===== config.mk =====
export PLATFORM = sky130hd
export DESIGN_NAME = mul_issue_arbiter
export DESIGN_NICKNAME = d
export VERILOG_FILES = /design/src/rtl/mul_issue_arbiter_pkg.sv /design/src/rtl/mul_wake_tracker.sv /design/src/rtl/mul_issue_arbiter.sv
export SDC_FILE = /design/constraint.sdc
export NUM_CORES = 1
export LEC_CHECK = 0
export BUFFER_PORTS_ARGS = -buffer_cell sky130_fd_sc_hd__buf_4
export CAP_MARGIN = 20
export CORE_UTILIZATION = 50
export CTS_CLUSTER_DIAMETER = 30
export DETAILED_ROUTE_END_ITERATION = 7
export PLACE_DENSITY_LB_ADDON = 0.25
export SLEW_MARGIN = 10
export SYNTH_ARGS = -nofsm -noshare
export SYNTH_HDL_FRONTEND = slang
export SYNTH_SLANG_ARGS = --single-unit

===== constraint.sdc =====
create_clock -name clk -period 10.3 [get_ports clk]
set_clock_uncertainty 0.15 [all_clocks]
set_input_delay 2.06 -clock clk [delete_from_list [all_inputs] [get_ports clk]]
set_output_delay 2.06 -clock clk [all_outputs]
set_load 0.05 [all_outputs]

===== src/rtl/mul_issue_arbiter_pkg.sv =====
// Shared types for integer issue into the pipelined multiplier.
// Latency: n/a (types, constants and one combinational helper).
// Backpressure: n/a.
package mul_issue_arbiter_pkg;

    localparam int SQN_W = 7;
    localparam int TAG_W = 7;

    // Stage count of the Multiply unit and the resulting issue-to-result latency
    localparam int MUL_NUM_STAGES = 2;
    localparam int MUL_LAT        = MUL_NUM_STAGES + 2;

    typedef logic [SQN_W-1:0] SqN;
    typedef logic [TAG_W-1:0] Tag;

    typedef struct packed {
        logic        valid;
        Tag          tagDst;
        SqN          sqN;
        logic [31:0] srcA;
        logic [31:0] srcB;
        logic [1:0]  opcode;
    } EX_UOp;

    typedef struct packed {
        logic taken;
        SqN   sqN;
    } BranchProv;

    // One slot of the in-flight tracker: just enough to wake and to flush
    typedef struct packed {
        logic valid;
        Tag   tagDst;
        SqN   sqN;
    } TrkEntry;

    // True when x is strictly younger than a taken mispredicting branch.
    // Sequence numbers wrap, so age is the sign of the modular difference.
    function automatic logic is_killed(input SqN x, input BranchProv br);
        SqN d;
        d = x - br.sqN;
        return br.taken && !d[SQN_W-1] && (d != '0);
    endfunction

endpackage


===== src/rtl/mul_wake_tracker.sv =====
// Shadows ops inside the multiplier to emit an early wakeup and an in-flight count.
// Latency: wake is registered, LAT-1 cycles after the op sat in the multiplier input register.
// Backpressure: none; the multiplier never stalls, so the shift register always advances.
module mul_wake_tracker
    import mul_issue_arbiter_pkg::*;
#(
    parameter  int LAT   = MUL_LAT,
    localparam int CNT_W = $clog2(LAT + 2)
) (
    input  logic             clk,
    input  logic             rst,
    input  BranchProv        IN_branch,
    input  TrkEntry          IN_ent,
    output logic             OUT_wakeValid,
    output Tag               OUT_wakeTag,
    output logic [CNT_W-1:0] OUT_count
);

    // Entry k holds an op k+1 cycles after it was in the multiplier input register
    localparam int DEPTH = LAT - 1;
    // Wake is taken one slot early so the registered strobe leads the result by a cycle
    localparam int WAKE_IDX = LAT - 3;

    TrkEntry          trk_q [DEPTH];
    TrkEntry          trk_d [DEPTH];
    logic             wake_vld_q, wake_vld_d;
    Tag               wake_tag_q, wake_tag_d;
    logic [CNT_W-1:0] cnt;

    // Shift every entry one slot, dropping any op younger than a taken mispredict
    always_comb begin
        trk_d[0]       = IN_ent;
        trk_d[0].valid = IN_ent.valid && !is_killed(IN_ent.sqN, IN_branch);
        for (int k = 1; k < DEPTH; k++) begin
            trk_d[k]       = trk_q[k-1];
            trk_d[k].valid = trk_q[k-1].valid && !is_killed(trk_q[k-1].sqN, IN_branch);
        end
        wake_vld_d = trk_q[WAKE_IDX].valid && !is_killed(trk_q[WAKE_IDX].sqN, IN_branch);
        wake_tag_d = trk_q[WAKE_IDX].tagDst;
    end

    // Tracker and wake registers; reset drops everything in flight
    always_ff @(posedge clk or posedge rst) begin
        if (rst) begin
            for (int k = 0; k < DEPTH; k++) begin
                trk_q[k] <= '0;
            end
            wake_vld_q <= 1'b0;
            wake_tag_q <= '0;
        end else begin
            trk_q      <= trk_d;
            wake_vld_q <= wake_vld_d;
            wake_tag_q <= wake_tag_d;
        end
    end

    // Population count of live tracker entries
    always_comb begin
        cnt = '0;
        for (int k = 0; k < DEPTH; k++) begin
            cnt = cnt + CNT_W'(trk_q[k].valid);
        end
    end

    assign OUT_wakeValid = wake_vld_q;
    assign OUT_wakeTag   = wake_tag_q;
    assign OUT_count     = cnt;

endmodule


===== src/rtl/mul_issue_arbiter.sv =====
// Round-robin share of one pipelined multiplier between two issue ports, with early wakeup.
// Latency: 1 cycle from a winning candidate to OUT_uop; wake LAT-1 cycles after OUT_uop.
// Backpressure: a losing uop parks in a 1-entry hold; OUT_stall[i] mirrors that hold.
module mul_issue_arbiter
    import mul_issue_arbiter_pkg::*;
#(
    parameter  int MUL_STAGES = MUL_NUM_STAGES,
    localparam int LAT        = MUL_STAGES + 2,
    localparam int INFL_W     = $clog2(LAT + 2)
) (
    input  logic              clk,
    input  logic              rst,
    input  BranchProv         IN_branch,
    input  EX_UOp             IN_uop [1:0],
    output logic [1:0]        OUT_stall,
    output EX_UOp             OUT_uop,
    output logic              OUT_wakeValid,
    output Tag                OUT_wakeTag,
    output logic [INFL_W-1:0] OUT_inflight,
    output logic              OUT_idle
);

    EX_UOp             hold_q [2];
    EX_UOp             hold_d [2];
    EX_UOp             uop_q, uop_d;
    logic              rr_q, rr_d;

    EX_UOp             cand [2];
    logic [1:0]        elig;
    logic              grant_vld;
    logic              grant_port;
    logic [INFL_W-1:0] trk_cnt;

    // Pick a winner among held or fresh candidates; the loser is parked, flushed ops vanish
    always_comb begin
        for (int i = 0; i < 2; i++) begin
            cand[i] = hold_q[i].valid ? hold_q[i] : IN_uop[i];
            elig[i] = cand[i].valid && !is_killed(cand[i].sqN, IN_branch);
        end

        grant_vld  = |elig;
        grant_port = (elig == 2'b11) ? rr_q : elig[1];

        uop_d       = cand[grant_port];
        uop_d.valid = grant_vld;
        rr_d        = grant_vld ? ~grant_port : rr_q;

        for (int i = 0; i < 2; i++) begin
            hold_d[i] = hold_q[i];
            if (hold_q[i].valid) begin
                // A held op that is not eligible can only have been flushed
                if ((grant_vld && grant_port == 1'(i)) || !elig[i]) begin
                    hold_d[i].valid = 1'b0;
                end
            end else if (elig[i] && !(grant_vld && grant_port == 1'(i))) begin
                hold_d[i] = IN_uop[i];
            end
        end
    end

    // Hold buffers, multiplier input register and round-robin pointer
    always_ff @(posedge clk or posedge rst) begin
        if (rst) begin
            hold_q <= '{default: '0};
            uop_q  <= '0;
            rr_q   <= 1'b0;
        end else begin
            hold_q <= hold_d;
            uop_q  <= uop_d;
            rr_q   <= rr_d;
        end
    end

    mul_wake_tracker #(
        .LAT (LAT)
    ) u_tracker (
        .clk           (clk),
        .rst           (rst),
        .IN_branch     (IN_branch),
        .IN_ent        ('{valid: uop_q.valid, tagDst: uop_q.tagDst, sqN: uop_q.sqN}),
        .OUT_wakeValid (OUT_wakeValid),
        .OUT_wakeTag   (OUT_wakeTag),
        .OUT_count     (trk_cnt)
    );

    assign OUT_stall    = {hold_q[1].valid, hold_q[0].valid};
    assign OUT_uop      = uop_q;
    assign OUT_inflight = INFL_W'(uop_q.valid) + trk_cnt;
    assign OUT_idle     = !(hold_q[0].valid || hold_q[1].valid || uop_q.valid) && (trk_cnt == '0);

    // A port must stay quiet while its hold is occupied; such an input would be lost
    for (genvar gi = 0; gi < 2; gi++) begin : g_proto
        a_no_input_while_held: assert property (
            @(posedge clk) disable iff (rst) !(hold_q[gi].valid && IN_uop[gi].valid)
        );
    end

endmodule


; ---- Word-level counts from Yosys, hierarchy flattened
; Cells that the tools add are included.
; Widths: inputs -> output; s select.
[totals]
register_bits = 282
inputBits = 172
output_inout_bits = 95
[op_classes]
addsub = 8
n_lt_le_gt_ge = 1
eq_ne = 1
n_mux = 12
bitwise = 4
reduce_logical = 48
[ops]
columns = op, count
row1 = $mux 81, 4
row2 = $mux 80, 3
row3 = $reduce_bool 7->1, 5
row4 = $sub 7x7->7, 5
row5 = $logic_and 1x1->1, 20
row6 = $logic_not 1->1, 15
row7 = $mux 1, 5
row8 = $logic_or 1x1->1, 4
row9 = $reduce_and 2->1, 2
row10 = $add 1x3->3, 1
row11 = $add 3x1->3, 1
row12 = $logic_not 3->1, 1
row13 = $not 1->1, 3
row14 = $add 1x1->2, 1
row15 = $eq 2x2->1 const B, 1
row16 = $ge 2x2->1 const B, 1
row17 = $not 1->2, 1
row18 = $reduce_or 2->1, 1

; ---- Depth between registers and ports, before layout
; Gate-level depths: netlist of run 1.
[logic_depth]
depth_word = 15
mapped_depth = 15
ltp_nobuf = 11

; ---- Cells and area by module
; A second synthesis of run 1 with hierarchy kept.
[unflattened]
cells_unflattened = 937
area_unflattened_um2 = 13145.1
[modules_own_cells]
columns = mod, n_inst, cells_per_inst, area_each_um2
row1 = mul_issue_arbiter, 1, 779, 11294.6
row2 = mul_wake_tracker, 1, 158, 1850.5

; ---- Worst setup path after synthesis of run 1
; Ideal clock, no wire load.
[synth_timing]
path_type = input port to flip-flop
startpoint = in IN_uop[147] (netlist bit)
endpoint = reg hold_q[83] (netlist bit)
setup_time_ns = 0.125
arrival_ns = 4.994
t_required_ns = 10.025
slack_ns = 5.031
cell_stages = 12
path_buffers = 1
path_cell_list = mux2i_1 -> ha_1 -> inv_1 -> fa_1 -> xor2_1 -> a2111oi_1 -> o41ai_1 -> nor4b_2 -> o32ai_1 -> nor4_4 -> buf_6 -> mux2_2
[synth_between]
elab_chain_cells = 14
word_cells_on_any_way = 16
[synth_rtl]
columns = element, line_no
row1 = from (decl), mul_issue_arbiter.sv:14  ; input EX_UOp IN_uop [1:0],
row2 = $mux 81 *, mul_issue_arbiter.sv:37  ; cand[i] = hold_q[i].valid ? hold_q[i] : IN_uop[i];
row3 = $sub 7x7->7 *, mul_issue_arbiter_pkg.sv:41  ; d = x - br.sqN;
row4 = "parallel branches: the longest is 2 deep, another holds $reduce_bool 7->1", --
row5 = $logic_and 1x1->1 *, mul_issue_arbiter_pkg.sv:42  ; return br.taken && !d[SQN_W-1] && (d != '0);
row6 = $logic_not 1->1 *, mul_issue_arbiter.sv:38  ; elig[i] = cand[i].valid && !is_killed(cand[i].sqN, IN_branch);
row7 = $logic_and 1x1->1 *, mul_issue_arbiter.sv:38
row8 = $eq 2x2->1, mul_issue_arbiter.sv:42  ; grant_port = (elig == 2'b11) ? rr_q : elig[1];
row9 = $mux 1, mul_issue_arbiter.sv:42
row10 = $not 1->1, mul_issue_arbiter.sv:55  ; end else if (elig[i] && !(grant_vld && grant_port == 1'(i))) begin
row11 = $logic_and 1x1->1 *, mul_issue_arbiter.sv:55
row12 = $logic_not 1->1 *, mul_issue_arbiter.sv:55
row13 = $logic_and 1x1->1 *, mul_issue_arbiter.sv:55
row14 = $reduce_and 2->1 (no source line) *, --
row15 = to (signal assigned), mul_issue_arbiter.sv:68  ; hold_q <= hold_d;
row16 = to (decl), mul_issue_arbiter.sv:23  ; EX_UOp hold_q [2];
; Mark *: on every way between the ends.
; A chain may end at the register's enable or synchronous reset.

; ---- Final worst setup path of run 1
[layout_timing]
startpoint = in IN_uop[66] (netlist bit)
endpoint = reg hold_q[54] (netlist bit)
[layout_between]
elab_chain_cells = 13
word_cells_on_any_way = 15
[layout_rtl]
columns = element, line_no
row1 = $mux 81 *, mul_issue_arbiter.sv:37
row2 = $sub 7x7->7 *, mul_issue_arbiter_pkg.sv:41
row3 = "parallel branches: the longest is 2 deep, another holds $reduce_bool 7->1", --
row4 = $logic_and 1x1->1 *, mul_issue_arbiter_pkg.sv:42
row5 = $logic_not 1->1 *, mul_issue_arbiter.sv:38
row6 = $logic_and 1x1->1 *, mul_issue_arbiter.sv:38
row7 = $eq 2x2->1, mul_issue_arbiter.sv:42
row8 = $mux 1, mul_issue_arbiter.sv:42
row9 = $logic_and 1x1->1 *, mul_issue_arbiter.sv:55
row10 = $logic_not 1->1 *, mul_issue_arbiter.sv:55
row11 = $logic_and 1x1->1 *, mul_issue_arbiter.sv:55
row12 = $reduce_and 2->1 (no source line) *, --
; Marked as above.

==> run_results.csv, run 1 <==
group,metric,value,unit
place,portBuffers,266,
flow_run,maxCapViolCount,0,
global_routing,grt_use_met2,38.6,%
place,hpwlAfterDp,19000,um
timing,rsz0062_at_grt,"no",
routing,drt_iter0_markers,399,
setup_path,cp.required,10580,ps
clocking,htree_levels,2,
setup_path,crit_top_cell,"buf_4",
clocking,numClockSinks,282,
layout,fillers,1796,
layout,drive_above_1_share,42.4,%
logic_synthesis,yosysTopAreaCell,"dfrtp_1",
floorplan,initial_core_util,51.6,%
clocking,ctsHoldBuffers,0,
logic_synthesis,synth-compound-area-share,3.05,%
logic_synthesis,seq_area_frac_synth,53.7,%
clocking,cts_resized,0,
floorplan,ios,267,
global_routing,antenna_found_initial,1,
logic_synthesis,async_reset_ff_share,100,%
global_routing,grtUsageMet1,27.5,%
global_routing,grt_pass1_vias,9246,
power,vdd_ir_drop_max,0.000284,V
routing,viasPerCell,5.34,
power,power_density,326,mW/mm^2
clocking,cts_tree,"done",
timing,post-route-period-util,57.3,%
layout,stdcell_area,0.0175,sq mm
global_routing,grt_pass1_wl,47600,um
clocking,cts.path.max_buffers,3,
place,dpl_cell_area,0.0153,sq mm
clocking,clockRootBuffer,"clkbuf_16",
floorplan,rows,58,
logic_synthesis,synth_commonest_cells,"dfrtp_1, mux2i_1, mux2_2",
logic_synthesis,synth_top_family_by_area,"multiplexers",
logic_synthesis,yosys-top-cells-area,"dfrtp_1, mux2i_1, mux2_2, ha_1, mux2_1",
floorplan,coreArea,0.0255,sq mm
logic_synthesis,synth_cells,941,
logic_synthesis,synth_fa_ha_area_share,4.15,%
timing,finalSetupTns,0,ps
logic_synthesis,synth_edf_count,0,
routing,wl_per_cell,19.0,um
place,place_congestion,0.833,
global_routing,gr-usage-met3,7.60,%
place,pre_cts_slack,3800,ps
timing,finalSetupViolCount,0,
routing,dr.pass1.iters,4,
floorplan,die_h,164,um
timing,fmax,0.169,GHz
floorplan,die_width,164,um
logic_synthesis,postSynthAreaPerCell,14.0,sq um
logic_synthesis,synth_top_area_share,53.7,%
logic_synthesis,synthFlopType,"dfrtp_1",
logic_synthesis,synth_warnings,0,
global_routing,track_usage,22.8,%
timing,max-slew-margin-rel,32.7,%
timing,hold_violations,0,
setup_path,path_cells,"buf_4 > mux2i_1 > ha_1 > inv_1 > fa_1 > a211oi_1 > o21bai_1 > a21oi_1 > nor3_1 > a31oi_1 > nor2_4 > buf_4 > mux2_2",
setup_path,critPathMaxFanout,51,
routing,vias,8511,
logic_synthesis,synthMuxAreaShare,32.3,%
setup_path,critPathLaunchType,"input port",
timing,layout_setup_ws,4400,ps
hold_path,hold_class,"reg -> reg",
routing,ant_nets,0,
routing,drt-total-wl,30300,um
logic_synthesis,yosys.cell_types.count,44,
setup_path,path_class,"in -> reg",
timing,slew_viol_final,0,
clocking,clk_latency,550,ps
logic_synthesis,netlist_area,0.0131,sq mm
outcome,outcome,"finished, final reports clean",
setup_path,worstPathArrival,6180,ps
clocking,clk_pin_slew_worst_paths,50,ps
logic_synthesis,synthXorXnorAreaFrac,0.999,%
power,p_leak,8.06,nW
layout,syn_to_final_growth,32.9,%
logic_synthesis,yosys.area_share.simple,2.15,%
global_routing,overflow,0,
routing,drc_errors,0,
logic_synthesis,yosysMostFrequentCell,"dfrtp_1",
clocking,cts_buffers,57,
logic_synthesis,syn-num-nets,1153,
setup_path,critical_path.endpoint_type,"flip-flop",
global_routing,grt_max_degree,145,
timing,min_period,5900,ps
layout,n_antenna_cell,0,
layout,final_nets,1427,
clocking,post-cts-setup-buffers,0,
logic_synthesis,ys_seq_elements,282,
setup_path,critPathSlowestCell,"nor2_4",
setup_path,max_stage_delay,810,ps
timing,tightest_slew,1010,ps
floorplan,dieArea,0.0269,sq mm
global_routing,top_usage_layer,"met2",
==> worst max-delay path: cells and delay by family <==
family / cells / cell delay, ps
mux: 2 / 620
fa+ha+maj: 2 / 630
compound gates: 4 / 910
simple gates: 2 / 1010
buf+inv: 3 / 880
==> kinds of logic after synthesis <==
logic type      Yosys count
xor+xnor                 15
mux                     403
buf+inv                  90
compound gates           62
fa+ha+maj                40
flops                   282
simple gates             49
==> path summary, 6_finish.rpt <==
path                            cells past startpoint               startpoint                        to  slack (ps)
worst max register to register                     12             OUT_stall[0]                hold_q[54]        4790
worst min-delay path                                0  u_tracker.wake_tag_d[6]  u_tracker.OUT_wakeTag[6]         180
max in group asynchronous                           4                      rst              OUT_stall[1]        7100
min in group asynchronous                           2                      rst               OUT_uop[28]        1310
worst max-delay path                               13               IN_uop[66]                hold_q[54]        4400
worst min register to register                      0  u_tracker.wake_tag_d[6]  u_tracker.OUT_wakeTag[6]         180
==> where the power goes <==
group	switching [mW]	internal, mW	leakage [nW]	total (mW)
registers	0.265	1.59	3.35	1.86
logic	1.03	0.779	3.66	1.81
clock network	0.602	1.42	1.04	2.02
total	1.90	3.79	8.06	5.69
==> layout make-up <==
class | count | area, sq um | share of cell area, %
sequential | 282 | 7060 | 40.4
multi-input combinational | 569 | 5630 | 32.2
inverter | 30 | 120 | 0.687
clock buffer | 70 | 1550 | 8.85
tap | 330 | 413 | 2.36
timing repair buffer | 275 | 2100 | 12.0
clock inverter | 37 | 602 | 3.44
==> cell usage in the layout, fill, tap and decap left out, drive strengths merged, types with 2 or more instances in the layout <==
cell      instances
a21o              5
a21oi            17
a221o             2
a31oi             6
buf             275
bufinv           14
clkbuf           70
clkinv           12
clkinvlp          4
dfrtp           282
fa                6
ha               34
inv              37
mux2            175
mux2i           228
nand2             4
nand2b            4
nand4             2
nor2             13
nor2b            12
nor3              6
o21a              6
o21ai            13
o21bai            2
or3               3
xnor2             5
xor2             10
==> per-layer routing <==
metal,up-vias,wire (um)
met1,4280,12400
li1,3920,-
met4,2,559
met5,-,9
met3,53,2490
met2,256,14800
==> metrics by stage <==
step                utilization (%)  total power, mW  std cells  hold WS (ps)
floorplan                         -             3.19        941           181
global placement               60.1             3.61       1485           181
detailed placement             60.1             3.67       1485           185
CTS                            68.5             5.74       1592           194
global route                   68.6             5.96       1593           195
finish                         68.6             5.69       1593           183
==> registers in the layout, summed over array words and instances (netlist names) <==
name                   flops
u_tracker.trk_d           21
OUT_uop                   81
u_tracker.trk_q            3
rr_q                       1
hold_q                   160
u_tracker.wake_tag_d       7
u_tracker.OUT_wakeTag      7
OUT_stall                  2
No activity file was read; power rests on OpenSTA's default activity.
==> run 2: changes to the inputs <==
--- a/config.mk
+++ b/config.mk
@@ -5,6 +5,7 @@
 export SDC_FILE = /design/constraint.sdc
 export NUM_CORES = 1
 export LEC_CHECK = 0
+export ABC_AREA = 1
 export BUFFER_PORTS_ARGS = -buffer_cell sky130_fd_sc_hd__buf_4
 export CAP_MARGIN = 20
 export CORE_UTILIZATION = 50
==> constraint.sdc (replaced) <==
create_clock -name clk -period 5 [get_ports clk]
set_clock_uncertainty 0.15 [all_clocks]
set_input_delay 1 -clock clk [delete_from_list [all_inputs] [get_ports clk]]
set_output_delay 1 -clock clk [all_outputs]
set_load 0.05 [all_outputs]
==> run_results.csv, run 2 <==
group,metric,value,unit
place,dp_cells,2145,
setup_path,critical_path.endpoint_type,"flip-flop",
logic_synthesis,seq_area_frac_synth,51.8,%
clocking,numClockSinks,282,
timing,fmax,0.238,GHz
timing,slew_viol_final,0,
timing,tightest_slew,999,ps
setup_path,cp_top_family,"simple AND/OR/NAND/NOR gates",
routing,drt-total-wl,37300,um
logic_synthesis,yosys-top-cells-area,"dfrtp_1, nand2_1, nand3_1, mux2i_1, ha_1",
layout,final_nets,2079,
global_routing,grt_max_degree,142,
clocking,clockRootBuffer,"clkbuf_16",
layout,layout_commonest_cell,"nand2_1",
layout,fillers,2166,
logic_synthesis,synth_commonest_cells,"nand2_1, dfrtp_1, nand3_1",
setup_path,reg2reg_slack,800,ps
clocking,ctsHoldBuffers,0,
layout,syn_to_final_growth,31.2,%
routing,ant_nets,0,
place,hpwlAfterDp,23000,um
setup_path,cp.required,5340,ps
setup_path,max_stage_delay,780,ps
floorplan,coreArea,0.0269,sq mm
layout,stdcell_area,0.0179,sq mm
clocking,htree_levels,2,
layout,drive_above_1_share,21.5,%
layout,multi_input_area,0.00582,sq mm
logic_synthesis,netlist_area,0.0136,sq mm
global_routing,grt_pass1_vias,11800,
place,portBuffers,266,
global_routing,overflow,0,
global_routing,grt_pass1_wl,61000,um
routing,dr.pass1.iters,5,
floorplan,dieArea,0.0279,sq mm
logic_synthesis,synthFlopType,"dfrtp_1",
timing,rsz0062_at_grt,"no",
routing,wl_per_cell,16.5,um
routing,drt_iter0_markers,817,
power,p_leak,9.45,nW
logic_synthesis,ys_seq_elements,282,
layout,layout_common_cells,"nand2_1, dfrtp_1, buf_4",
logic_synthesis,async_reset_ff_share,100,%
clocking,cts_resized,0,
setup_path,critPathMaxFanout,81,
clocking,cts_tree,"done",
hold_path,hold_class,"reg -> reg",
floorplan,die_width,167,um
global_routing,antenna_found_initial,4,
timing,hold_violations,0,
floorplan,initial_core_util,50.7,%
logic_synthesis,synth_cells,1631,
logic_synthesis,synth_warnings,0,
setup_path,rr_worst_depth,18,
logic_synthesis,synth_edf_count,0,
layout,regMostFlops,"hold_q",
clocking,cts_buffers,61,
setup_path,worstPathArrival,4540,ps
timing,min_period,4200,ps
routing,vias,11800,
layout,seqCellArea,0.00706,sq mm
clocking,cts.path.max_buffers,3,
hold_path,min_from,"u_tracker.wake_tag_d[3]",
floorplan,ios,267,
power,vdd_ir_drop_max,0.000359,V
hold_path,holdPathStages,0,
timing,layout_setup_ws,801,ps
layout,largest_register_ffs,160,
global_routing,track_usage,27.2,%
setup_path,path_cells,"inv_4 > or2_2 > o21ai_0 > ha_1 > inv_1 > fa_1 > nor2_1 > nor2_1 > nor2_1 > nand3_1 > nor2_1 > nand3_1 > nand2_1 > nand3_2 > nor2_4 > buf_4 > nand3_1 > nand2_1",
logic_synthesis,synth_top_area_share,51.8,%
setup_path,worstReg2RegStart,"OUT_stall[0]",
routing,drc_errors,0,
place,pre_cts_slack,671,ps
logic_synthesis,yosysTopAreaCell,"dfrtp_1",
logic_synthesis,yosys.cell_types.count,30,
timing,finalSetupViolCount,0,
timing,post-route-period-util,84.0,%
floorplan,die_h,167,um
power,power_density,645,mW/mm^2
setup_path,critPathLaunchType,"flip-flop",
hold_path,whs_endpoint,"u_tracker.OUT_wakeTag[3]",
place,place_congestion,0.860,
setup_path,r2r_end,"hold_q[76]",
floorplan,rows,60,
routing,viasPerCell,5.24,
place,dpl_cell_area,0.0157,sq mm
logic_synthesis,syn-num-nets,1843,
setup_path,crit_buf_inv,3,
timing,finalSetupTns,0,ps
clocking,post-cts-setup-buffers,0,
timing,max-slew-margin-rel,33.4,%
clocking,clk_latency,560,ps
outcome,outcome,"finished, final reports clean",
setup_path,crit_top_cell,"nor2_1",
setup_path,critPathSlowestCell,"buf_4",
logic_synthesis,yosysMostFrequentCell,"nand2_1",
clocking,clk_pin_slew_worst_paths,50,ps
layout,final_cells,2261,
logic_synthesis,postSynthAreaPerCell,8.36,sq um
flow_run,maxCapViolCount,0,
setup_path,path_class,"reg -> reg",
-- run 2: cell count changes after synthesis, sizes merged, moves of 42 or more --
cell / before / now
nand2: 4 / 729
o21ai: 13 / 84
clkbuf: 18 / 60
mux2i: 228 / 74
mux2: 175 / 0
nand3: 1 / 185
-- run 2: layout make-up --
class | count | share of cell area (%)
diodes | 2 | 0.0280
clock inverters | 40 | 2.88
clock buffers | 74 | 9.32
flip-flops and latches | 282 | 39.5
repair buffers | 283 | 12.2
multi-input cells | 1183 | 32.5
well taps | 341 | 2.39
inverters | 56 | 1.22
-- run 2: how the worst max path moves through the flow --
| stage | slack [ps] | cells past startpoint | startpoint | to |
|---|---|---|---|---|
| floorplan | 110 | 1 | rst | OUT_stall[0] |
| global placement | 820 | 17 | IN_uop[66] | hold_q[22] |
| detailed placement | 670 | 17 | IN_uop[66] | hold_q[13] |
| CTS | 800 | 18 | OUT_stall[0] | hold_q[13] |
| global route | 420 | 18 | OUT_stall[0] | hold_q[28] |
| finish | 800 | 18 | OUT_stall[0] | hold_q[76] |
-- run 2: cell families (layout without fill, tap and decap cells) --
logic type | Yosys count | after routing | synth area share [%]
other | 0 | 2 | 0
XOR/XNOR | 12 | 12 | 0.771
buffers and inverters | 166 | 453 | 5.71
AND/OR/NAND/NOR | 947 | 947 | 28.2
AO/OA/AOI/OAI | 110 | 110 | 4.14
adder cells (fa/ha/maj) | 40 | 40 | 4.00
flip-flops | 282 | 282 | 51.8
multiplexers | 74 | 74 | 5.43
-- run 2: where the power goes --
| part | switching [mW] | leakage (nW) | total, mW | internal, mW |
|---|---|---|---|---|
| Sequential | 0.491 | 3.47 | 3.70 | 3.21 |
| Clock | 1.31 | 1.05 | 4.19 | 2.88 |
| Combinational | 2.46 | 4.93 | 3.64 | 1.19 |
-- run 2: layer usage --
layer / global-route usage [%] / up-vias / part of all wire [%] / wire (um)
met3: 6.10 / 73 / 6.9 / 2560
met4: 9.54 / 4 / 2.6 / 969
met2: 43.8 / 425 / 47 / 17500
met1: 36.2 / 5650 / 44 / 16300
met5: 0 / - / 0.059 / 22
li1: - / 5693 / - / -
-- run 2: through the flow --
step                      hold slack (ps)  utilization [%]  power [mW]
final                                 196             66.6        11.5
after global routing                  198             66.6        12.2
after CTS                             196             66.5        11.6
after detailed placement              185             58.4        7.34
after global placement                181             58.4        7.22
after floorplan                       181                -        6.31
==> run 3: changes to the inputs <==
==> constraint.sdc (replaced) <==
create_clock -name clk -period 4.2 [get_ports clk]
set_clock_uncertainty 0.15 [all_clocks]
set_input_delay 0.84 -clock clk [delete_from_list [all_inputs] [get_ports clk]]
set_output_delay 0.84 -clock clk [all_outputs]
set_load 0.05 [all_outputs]
==> run_results.csv, run 3 (synthesized netlist as in run 2, its figures left out) <==
group,metric,value,unit
timing,finalSetupViolCount,0,
layout,final_cells,2259,
timing,post-route-period-util,91.0,%
power,vdd_ir_drop_max,0.000495,V
clocking,cts_tree,"done",
outcome,outcome,"finished, final reports clean",
routing,wl_per_cell,16.2,um
floorplan,coreArea,0.0269,sq mm
global_routing,antenna_found_initial,3,
routing,dr.pass1.iters,6,
routing,viasPerCell,5.21,
clocking,cts_resized,0,
setup_path,crit_path_start,"OUT_stall[1]",
routing,ant_nets,0,
setup_path,path_class,"reg -> reg",
power,p_leak,9.43,nW
clocking,cts.path.max_buffers,3,
layout,layout_commonest_cell,"nand2_1",
floorplan,ios,267,
global_routing,grt_pass1_wl,59200,um
clocking,htree_levels,2,
global_routing,grt_max_degree,112,
timing,rsz0062_at_grt,"no",
layout,regMostFlops,"hold_q",
clocking,clk_pin_slew_worst_paths,50,ps
global_routing,track_usage,26.5,%
layout,drive_above_1_share,21.6,%
routing,vias,11800,
power,power_density,756,mW/mm^2
timing,slew_viol_final,0,
routing,drt-total-wl,36700,um
floorplan,dieArea,0.0279,sq mm
clocking,cts_buffers,59,
clocking,post-cts-setup-buffers,0,
flow_run,maxCapViolCount,0,
hold_path,hold_class,"in -> async",
routing,drt_iter0_markers,1032,
setup_path,critical_path.endpoint_type,"flip-flop",
setup_path,critPathLaunchType,"flip-flop",
layout,largest_register_ffs,160,
setup_path,worstPathArrival,4120,ps
layout,stdcell_area,0.0179,sq mm
setup_path,critPathMaxFanout,47,
timing,tightest_slew,996,ps
timing,fmax,0.262,GHz
clocking,clk_latency,560,ps
timing,max-slew-margin-rel,33.6,%
floorplan,initial_core_util,50.7,%
global_routing,grt_pass1_vias,11700,
setup_path,worstReg2RegStart,"OUT_stall[1]",
timing,min_period,3820,ps
floorplan,die_h,167,um
layout,layout_common_cells,"nand2_1, dfrtp_1, buf_4",
timing,hold-worst-slack,187,ps
floorplan,rows,60,
global_routing,overflow,0,
place,place_congestion,0.876,
setup_path,cp.required,4500,ps
place,dpl_cell_area,0.0158,sq mm
place,hpwlAfterDp,23500,um
timing,hold_violations,0,
floorplan,die_width,167,um
clocking,ctsHoldBuffers,0,
clocking,numClockSinks,282,
routing,drc_errors,0,
layout,final_nets,2079,
layout,syn_to_final_growth,31.0,%
place,portBuffers,266,
layout,fillers,2187,
place,dp_cells,2147,
clocking,clockRootBuffer,"clkbuf_16",
## run 3: changes by cell type in the layout (fill, tap and decap cells not counted), sizes merged
| cell | change |
|---|---|
| buf | +2 |
| bufinv | -3 |
| clkbuf | -11 |
| clkinv | -1 |
| clkinvlp | -1 |
| diode | -1 |
| inv | +13 |
## run 3: worst max-delay path, stage by stage, from the launching register on
cell,delay [ps]
dfrtp_4,690
mux2i_1,420
ha_1,210
inv_1,80
fa_1,470
nor2_1,120
nor2_1,50
nor2_1,90
nand3_1,90
nor2_1,80
nand2_1,110
nand2_1,100
nand2_2,100
nor2_4,180
nand2_4,260
buf_12,300
nand2_1,90
nand2_1,50
## run 3: routing by layer
layer | wire, um | part of all wire (%) | vias to the layer above | global-route usage (%)
met5 | 23 | 0.063 | - | 0
met4 | 1370 | 3.7 | 4 | 11.3
met3 | 2680 | 7.3 | 87 | 6.81
met2 | 16800 | 46 | 385 | 41.8
met1 | 15800 | 43 | 5599 | 34.8
li1 | - | - | 5701 | -
## run 3: worst paths after layout
kind	end	slack, ps	cells past startpoint
setup / recovery	hold_q[70]	380	17
hold / removal	hold_q[13]	190	2
setup reg to reg	hold_q[70]	380	17
hold reg to reg	u_tracker.wake_tag_d[2]	190	0
max in group asynchronous	OUT_uop[53]	2740	3
min in group clk	u_tracker.wake_tag_d[2]	190	0
## run 3: per-stage QoR
stage	utilization (%)	TNS (ps)	setup slack (ps)	power [mW]
floorplan	-	-148130	-525	7.51
global placement	58.7	0	245	8.62
detailed placement	58.7	0	143	8.77
CTS	66.4	0	283	13.6
global route	66.4	0	145	14.2
finish	66.4	0	378	13.5
## run 3: final cells by class
| class | count | area [sq um] | share of cell area [%] |
|---|---|---|---|
| sequential | 282 | 7060 | 39.6 |
| multi-input combinational | 1183 | 5820 | 32.6 |
| timing repair buffer | 285 | 2260 | 12.6 |
| clock buffer | 63 | 1520 | 8.52 |
| clock inverter | 48 | 547 | 3.06 |
| tap | 341 | 427 | 2.39 |
| inverter | 56 | 219 | 1.23 |
| antenna | 1 | 2.50 | 0.0140 |
## run 3: report_power, final
| group | total, mW | leakage, nW | internal [mW] | switching [mW] |
|---|---|---|---|---|
| clock network | 4.73 | 1.00 | 3.11 | 1.63 |
| registers | 4.39 | 3.47 | 3.82 | 0.570 |
| logic | 4.37 | 4.96 | 1.44 | 2.93 |
